===== src/rtl/cv32e40p_pkg.sv =====
// Shared types for the EX/WB pipeline stage: the stored entry and the buffer state.
package cv32e40p_pkg;

    localparam int unsigned EX_WB_ADDR_W = 6;
    localparam int unsigned EX_WB_PC_W   = 32;

    typedef struct packed {
        logic                    we;
        logic [EX_WB_ADDR_W-1:0] waddr;
        logic [31:0]             wdata;
        logic                    load_event;
        logic [EX_WB_PC_W-1:0]   pc;
    } ex_wb_entry_t;

    typedef enum logic [1:0] {
        EX_WB_EMPTY = 2'd0,
        EX_WB_ONE   = 2'd1,
        EX_WB_FULL  = 2'd2
    } ex_wb_state_e;

endpackage


===== src/rtl/cv32e40p_ex_wb_parity.sv =====
// Even parity over the register-file write fields of an entry; combinational.
module cv32e40p_ex_wb_parity #(
    parameter int unsigned ADDR_WIDTH = 6
) (
    input  logic                  we_i,
    input  logic [ADDR_WIDTH-1:0] waddr_i,
    input  logic [31:0]           wdata_i,
    output logic                  parity_o
);

    assign parity_o = ^{we_i, waddr_i, wdata_i};

endmodule


===== src/rtl/cv32e40p_ex_wb_pipeline.sv =====
// EX/WB pipeline stage: head register plus one skid entry, registered ex_ready_o.
// Optional parity protection of stored entries under `EX_WB_PARITY_EN.
module cv32e40p_ex_wb_pipeline
    import cv32e40p_pkg::*;
#(
    parameter int unsigned ADDR_WIDTH = EX_WB_ADDR_W,
    parameter int unsigned PC_WIDTH   = EX_WB_PC_W
) (
    input  logic                  clk_g,
    input  logic                  rst_n,
    input  logic                  flush_i,
    input  logic                  ex_valid_i,
    output logic                  ex_ready_o,
    input  logic                  regfile_we_ex_i,
    input  logic [ADDR_WIDTH-1:0] regfile_waddr_ex_i,
    input  logic [31:0]           regfile_wdata_ex_i,
    input  logic                  data_load_event_ex_i,
    input  logic                  data_misaligned_ex_i,
    input  logic [PC_WIDTH-1:0]   pc_ex_i,
    output logic                  wb_valid_o,
    input  logic                  wb_ready_i,
    output logic                  regfile_we_wb_o,
    output logic [ADDR_WIDTH-1:0] regfile_waddr_wb_o,
    output logic [31:0]           regfile_wdata_wb_o,
    output logic                  data_load_event_wb_o,
    output logic [PC_WIDTH-1:0]   pc_wb_o,
    output logic                  parity_err_o
);

    ex_wb_state_e state_q, state_d;
    ex_wb_entry_t head_q, skid_q, entry_in;
    logic         ex_ready_q, ex_ready_d;
    logic         accept, consume, load_head, load_skid, head_from_skid;

    // First half of a misaligned access must never write or signal an event.
    always_comb begin
        entry_in.we         = regfile_we_ex_i & ~data_misaligned_ex_i;
        entry_in.waddr      = regfile_waddr_ex_i;
        entry_in.wdata      = regfile_wdata_ex_i;
        entry_in.load_event = data_load_event_ex_i & ~data_misaligned_ex_i;
        entry_in.pc         = pc_ex_i;
    end

    assign wb_valid_o = (state_q != EX_WB_EMPTY);
    assign accept     = ex_valid_i & ex_ready_q;
    assign consume    = wb_valid_o & wb_ready_i;

    always_comb begin
        state_d        = state_q;
        load_head      = 1'b0;
        load_skid      = 1'b0;
        head_from_skid = 1'b0;
        if (flush_i) begin
            state_d = EX_WB_EMPTY;
        end else begin
            unique case (state_q)
                EX_WB_EMPTY: begin
                    if (accept) begin
                        load_head = 1'b1;
                        state_d   = EX_WB_ONE;
                    end
                end
                EX_WB_ONE: begin
                    if (accept && consume) begin
                        load_head = 1'b1;
                    end else if (accept) begin
                        load_skid = 1'b1;
                        state_d   = EX_WB_FULL;
                    end else if (consume) begin
                        state_d = EX_WB_EMPTY;
                    end
                end
                EX_WB_FULL: begin
                    if (consume) begin
                        head_from_skid = 1'b1;
                        state_d        = EX_WB_ONE;
                    end
                end
                default: state_d = EX_WB_EMPTY;
            endcase
        end
        ex_ready_d = (state_d != EX_WB_FULL) | flush_i;
    end

`ifdef EX_WB_PARITY_EN
    logic in_par, head_par_calc, head_par_q, skid_par_q, parity_err_q;

    cv32e40p_ex_wb_parity #(.ADDR_WIDTH(ADDR_WIDTH)) u_par_in (
        .we_i     (entry_in.we),
        .waddr_i  (entry_in.waddr),
        .wdata_i  (entry_in.wdata),
        .parity_o (in_par)
    );

    cv32e40p_ex_wb_parity #(.ADDR_WIDTH(ADDR_WIDTH)) u_par_head (
        .we_i     (head_q.we),
        .waddr_i  (head_q.waddr),
        .wdata_i  (head_q.wdata),
        .parity_o (head_par_calc)
    );

    assign parity_err_o = parity_err_q;
`else
    assign parity_err_o = 1'b0;
`endif

    always_ff @(posedge clk_g or negedge rst_n) begin
        if (!rst_n) begin
            state_q    <= EX_WB_EMPTY;
            ex_ready_q <= 1'b1;
            head_q     <= '0;
            skid_q     <= '0;
`ifdef EX_WB_PARITY_EN
            head_par_q   <= 1'b0;
            skid_par_q   <= 1'b0;
            parity_err_q <= 1'b0;
`endif
        end else begin
            state_q    <= state_d;
            ex_ready_q <= ex_ready_d;
            if (load_head) begin
                head_q <= entry_in;
            end else if (head_from_skid) begin
                head_q <= skid_q;
            end
            if (load_skid) begin
                skid_q <= entry_in;
            end
`ifdef EX_WB_PARITY_EN
            if (load_head) begin
                head_par_q <= in_par;
            end else if (head_from_skid) begin
                head_par_q <= skid_par_q;
            end
            if (load_skid) begin
                skid_par_q <= in_par;
            end
            parity_err_q <= wb_valid_o & (head_par_calc != head_par_q);
`endif
        end
    end

    assign ex_ready_o           = ex_ready_q;
    assign regfile_we_wb_o      = wb_valid_o & head_q.we;
    assign regfile_waddr_wb_o   = head_q.waddr;
    assign regfile_wdata_wb_o   = head_q.wdata;
    assign data_load_event_wb_o = wb_valid_o & head_q.load_event;
    assign pc_wb_o              = head_q.pc;

endmodule


===== config.mk =====
export PLATFORM = sky130hd
export DESIGN_NAME = cv32e40p_ex_wb_pipeline
export DESIGN_NICKNAME = d
export VERILOG_FILES = /design/src/rtl/cv32e40p_pkg.sv /design/src/rtl/cv32e40p_ex_wb_parity.sv /design/src/rtl/cv32e40p_ex_wb_pipeline.sv
export SDC_FILE = /design/constraint.sdc
export NUM_CORES = 1
export LEC_CHECK = 0
export CELL_PAD_IN_SITES_DETAIL_PLACEMENT = 1
export CELL_PAD_IN_SITES_GLOBAL_PLACEMENT = 2
export CORE_AREA = 3 3 142 144
export DETAILED_ROUTE_END_ITERATION = 7
export DIE_AREA = 0 0 145 147
export HOLD_SLACK_MARGIN = 0.03
export PLACE_DENSITY_LB_ADDON = 0.1
export SYNTH_ARGS = -nofsm -noshare
export SYNTH_HDL_FRONTEND = slang
export SYNTH_SLANG_ARGS = --single-unit

===== constraint.sdc =====
create_clock -name clk_g -period 5.3 [get_ports clk_g]
set_input_delay 1.06 -clock clk_g [delete_from_list [all_inputs] [get_ports clk_g]]
set_output_delay 1.06 -clock clk_g [all_outputs]
set_load 0.02 [all_outputs]

==> results.toml, run 1 <==
[floorplanning]
rows = 50
die_area_um2 = 21320
initial_core_util = 0.3816
die_x_um = 145
ioPinCount = 153
fp.dieH_um = 147
design.core.area_um2 = 18830

[sta]
final_max_slew_viol_count = 0
maxSlewHeadroom = 0.2755
post-route-period-util = 0.6394
rsz0062_at_grt = "no"
worst_slew_pin_slew_ps = 1087
hold_ws_ps = 505.2
fin_worst_skew_ps = 7.093
finalSetupViolations = 0
hold_viol = 0
fin_setup_tns_ps = 0
post-route-min-period_ps = 3389
fmax_mhz = 295.1

[detailed_routing]
wl_per_cell_um = 17.77
dr.pass1.iters = 4
vias = 3888
routed_wl_mm = 14.82
drc = 0
drtIter0Drc = 97
ant_nets = 0
avgViaCountPerCell = 4.662

[power_and_ir_drop]
leakage_uw = 0.004031
peakVddDrop_uv = 225.1
switchingPower_uw = 1305
seqPwrFrac = 0.388
power_frac_clock = 0.267
p_comb_frac = 0.346
intPower_uw = 3177
power_density_nw_per_um2 = 499.1
swShare = 0.2911

[cells_and_area]
num_antenna_cells = 0
area_growth_pct = 24.95
instances_no_fill = 834
multi_input_area_um2 = 2820
nets = 639
fillers = 1834
seq_area_um2 = 3680
layout-drive-gt1-share = 0.4460

[synth]
synth_nets = 557
syn_area_um2 = 7186
avgSynthCellArea_um2 = 15.00
synth-seq-cells = 147
synth_seq_area_share = 0.5121
syn_inst = 479
yosys_warnings = 0
synth.distinct_cells = 26

[setup_path]
worstPathArrival_ps = 3680
startpoint_type = "input port"
path_class = "in -> reg"
critPathTopFamily = "simple AND/OR/NAND/NOR gates"
timing.critical_path.buf_inv = 2
crit_path_max_fanout = 48
cp-end-kind = "flop"
slowest_delay_ps = 840
worst_path_max_delay_cell = "or4_4"
required_ps = 5590
path_cells = "clkdlybuf4s50_1 > nor2b_1 > or4_4 > buf_4 > mux2_4 > mux2_2"

[cts]
postCtsSetupRepairBufs = 0
cts_tree = "built"
cts.htree.levels = 4
cts.path.max_buffers = 2
cts_root_buf = "clkbuf_16"
clock_latency_ps = 410
cts.sinks = 147
numCtsBuffers = 17
cts_hold_buf = 0
ctsResizeCount = 0
path_clk_slew_ps = 60

[grt]
grt_pass1_wl_mm = 23.91
grt.overflow.total = 0
antenna_found_initial = 0
grt_max_degree = 75
grt_usage = 0.1416
first_global_vias = 4451

[placement]
dp_hpwl_mm = 9.652
dp_cells = 802
routabilityCongestion = 0.7164
portBuffers = 151

[run_status]
status = "completed"

[min_path]
min_path_type = "reg -> reg"

[flow_run]
maxCapViolCount = 0
## layout make-up
type                       count  share of cell area
tap                          260             0.03623
sequential                   147              0.4098
timing repair buffer         157              0.1735
inverter                       2           0.0008361
clock buffer                  21             0.05128
multi-input combinational    236              0.3141
clock inverter                11             0.01421
## state kept, by name, indices dropped and copies added (netlist names)
name / count
regfile_wdata_wb_o: 32
regfile_waddr_wb_o: 6
ex_ready_o: 1
pc_wb_o: 32
skid_q: 72
head_q: 2
state_q: 2
## layout by cell type, fill, tap and decap left out, types with 2 or more instances in the layout
cell type | netlist | layout
clkbuf_1 | 1 | 2
mux2_2 | 144 | 144
inv_6 | 0 | 2
clkbuf_8 | 0 | 2
clkbuf_16 | 0 | 17
nor2b_1 | 2 | 2
buf_4 | 72 | 6
clkdlybuf4s50_1 | 0 | 150
clkinvlp_4 | 0 | 6
nand2_1 | 3 | 3
mux2_4 | 69 | 69
and2_1 | 2 | 2
o21a_1 | 2 | 2
bufinv_16 | 0 | 2
dfrtp_1 | 146 | 146
inv_1 | 2 | 2
o21ai_0 | 2 | 2
## power groups by stage
stage	clock [uW]	combinational (uW)	sequential, uW
after floorplan	0	1260	1680
after global placement	0	1530	1740
after detailed placement	0	1570	1760
after CTS	1230	1580	1740
after global routing	1300	1650	1790
final	1190	1550	1740
## worst paths after layout
path                                          endpoint  cells past startpoint  slack (ps)         from
worst max-delay path                       pc_wb_o[14]                      6        1910   wb_ready_i
worst min-delay path                       pc_wb_o[20]                      1         510  pc_wb_o[20]
worst max register to register             pc_wb_o[14]                      5        2630   ex_ready_o
worst min register to register             pc_wb_o[20]                      1         510  pc_wb_o[20]
max in group asynchronous                    skid_q[4]                      2        3630        rst_n
min in group asynchronous       regfile_wdata_wb_o[26]                      1         590        rst_n
## cells by family (layout without fill, tap and decap cells)
family / Yosys count / count (layout) / share of synthesized area
DFF: 147 / 147 / 0.5121
AOI/OAI and AO/OA: 6 / 6 / 0.005920
other: 1 / 1 / 0.0005219
buffers and inverters: 96 / 191 / 0.09751
xor gates and xnor gates: 1 / 1 / 0.001219
muxes: 213 / 213 / 0.3698
and+or+nand+nor: 15 / 15 / 0.01289
## synth_stat cells
library cell / n / area, um2
dfrtp_1: 146 / 3654
mux2_2: 144 / 1622
buf_4: 72 / 540.5
mux2_4: 69 / 1036
buf_2: 14 / 70.07
buf_6: 7 / 78.83
nand2_1: 3 / 11.26
and2_1: 2 / 12.51
inv_1: 2 / 7.510
nor2b_1: 2 / 12.51
o21a_1: 2 / 15.01
o21ai_0: 2 / 10.01
a21oi_2: 1 / 8.760
clkbuf_1: 1 / 3.750
conb_1: 1 / 3.750
dfstp_2: 1 / 26.28
nand2b_1: 1 / 6.260
nand3b_1: 1 / 7.510
nor2_1: 1 / 3.750
o22a_1: 1 / 8.760
or2_2: 1 / 6.260
or3_1: 1 / 6.260
or3b_2: 1 / 8.760
or4_1: 1 / 7.510
or4b_1: 1 / 10.01
xor2_1: 1 / 8.760
## metal layers
| metal | vias up | part of all wire | track usage |
|---|---|---|---|
| met2 | 101 | 0.49 | 0.2350 |
| met1 | 2011 | 0.44 | 0.1730 |
| met5 | - | 0 | 0 |
| met3 | 12 | 0.059 | 0.04874 |
| met4 | 0 | 0.0096 | 0.04988 |
| li1 | 1764 | - | - |
## through the flow
step / utilization / instance area [um2] / worst slack [ps] / power [uW]
6_report: 0.4768 / 8979 / 1911 / 4482
5_1_grt: 0.4768 / 8979 / 1745 / 4739
4_1_cts: 0.4768 / 8979 / 1883 / 4555
3_5_place_dp: 0.4456 / 8391 / 1432 / 3330
3_3_place_gp: 0.4456 / 8391 / 1523 / 3272
2_1_floorplan: - / 7186 / 2707 / 2940
No activity file was read; power rests on OpenSTA's default activity.
==> run 2: changes to the inputs <==
CORE_AREA = 3 3 154 156   (was 3 3 142 144)
DIE_AREA = 0 0 157 159   (was 0 0 145 147)
clock period = 2.86 ns   (was 5.3 ns; I/O delays follow)
==> results.toml, run 2 (same netlist as run 1, synthesis figures left out) <==
[run_status]
status = "completed"

[cts]
cts.htree.levels = 4
postCtsSetupRepairBufs = 0
path_clk_slew_ps = 60
cts_root_buf = "clkbuf_16"
clock_latency_ps = 420
ctsResizeCount = 0
numCtsBuffers = 17
cts_tree = "built"
cts_hold_buf = 0
cts.path.max_buffers = 2
cts.sinks = 147

[sta]
final_max_slew_viol_count = 0
rsz0062_at_grt = "no"
worst_slew_pin_slew_ps = 611.5
fmax_mhz = 401.0
fin_worst_skew_ps = 13.71
hold_ws_ps = 148.3
setup_slack_ps = 366.2
finalSetupViolations = 0
fin_setup_tns_ps = 0
post-route-period-util = 0.8720
hold_viol = 0
post-route-min-period_ps = 2494
maxSlewHeadroom = 0.5923

[cells_and_area]
nets = 642
instances_no_fill = 862
fillers = 2267
layout-drive-gt1-share = 0.4506
final_cell_mix = "clkdlybuf4s50_1 (150), dfrtp_1 (146), mux2_2 (144)"
seq_area_um2 = 3680
largest_reg_flops = 72
regMostFlops = "skid_q"
multi_input_area_um2 = 2820
area_growth_pct = 27.01
num_antenna_cells = 0
final_common_cell = "clkdlybuf4s50_1"

[grt]
grt_usage = 0.1266
grt.overflow.total = 0
grt_busiest_layer = "met2"
grt_pass1_wl_mm = 24.39
grt_util_met3 = 0.03860
grt_use_met1 = 0.1593
first_global_vias = 4359
grtUsageMet2 = 0.2057
grt_max_degree = 63
antenna_found_initial = 0

[detailed_routing]
routed_wl_mm = 15.08
drc = 0
vias = 3886
wl_per_cell_um = 17.49
drtIter0Drc = 103
dr.pass1.iters = 4
avgViaCountPerCell = 4.508
ant_nets = 0

[power_and_ir_drop]
leakage_uw = 0.004090
power_density_nw_per_um2 = 907.9
peakVddDrop_uv = 335.2

[min_path]
min_path_type = "in -> async"

[floorplanning]
die_area_um2 = 24960
initial_core_util = 0.3193
fp.dieH_um = 159
die_x_um = 157
ioPinCount = 153
design.core.area_um2 = 22500
rows = 55

[placement]
dp_cells = 830
routabilityCongestion = 0.6565
dp_slack_ps = 135.1
dp_hpwl_mm = 9.896
portBuffers = 151

[setup_path]
worstPathArrival_ps = 1920
path_class = "reg -> out"
cp-end-kind = "output pin"
startpoint_type = "flop"
required_ps = 2290
crit_path_max_fanout = 7

[flow_run]
maxCapViolCount = 0
run 2: cell types whose count changed in the layout (fill, tap and decap cells not counted), sizes merged:
cell | before | now
clkinvlp | 6 | 4
inv | 4 | 6
clkbuf | 21 | 18
clkinv | 1 | 4
buf | 7 | 10
run 2: through the flow:
step                power (uW)  utilization  instance area [um2]
CTS                       8472       0.4056                 9126
detailed placement        6193       0.3797                 8544
finish                    8286       0.4056                 9126
global placement          6084       0.3797                 8544
global route              8792       0.4056                 9126
floorplan                 5448            -                 7186
run 2: final timing paths:
check	startpoint	to	slack (ps)	depth (start not counted)
setup / recovery	state_q[1]	data_load_event_wb_o	370	3
hold / removal	rst_n	skid_q[50]	150	1
setup reg to reg	ex_ready_o	regfile_wdata_wb_o[28]	700	5
hold reg to reg	skid_q[32]	skid_q[32]	490	2
max in group asynchronous	rst_n	ex_ready_o	1970	2
min in group clk_g	skid_q[32]	skid_q[32]	490	2
run 2: area by class of cell:
cell class                      count  share of cell area
Clock buffer                       18             0.04703
Clock inverter                     14             0.01673
Timing Repair Buffer              160              0.1841
Sequential cell                   147              0.4032
Inverter                            2           0.0008226
Tap cell                          285             0.03907
Multi-Input combinational cell    236              0.3090
run 2: power by group:
group / internal, uW / switching, uW
Combinational: 1750 / 1120
Clock: 1290 / 905
Sequential: 2820 / 398
run 2: worst max-delay path, stage by stage (launching register included):
cell and delay [ps]:
dfrtp_1 430, or2_2 350, and2_1 170, clkdlybuf4s50_1 550
run 2: routing by layer:
metal | wire length (um) | vias up
li1 | - | 1760
met1 | 6725 | 2018
met2 | 7315 | 93
met3 | 826 | 15
met4 | 212 | 0
met5 | 0 | -
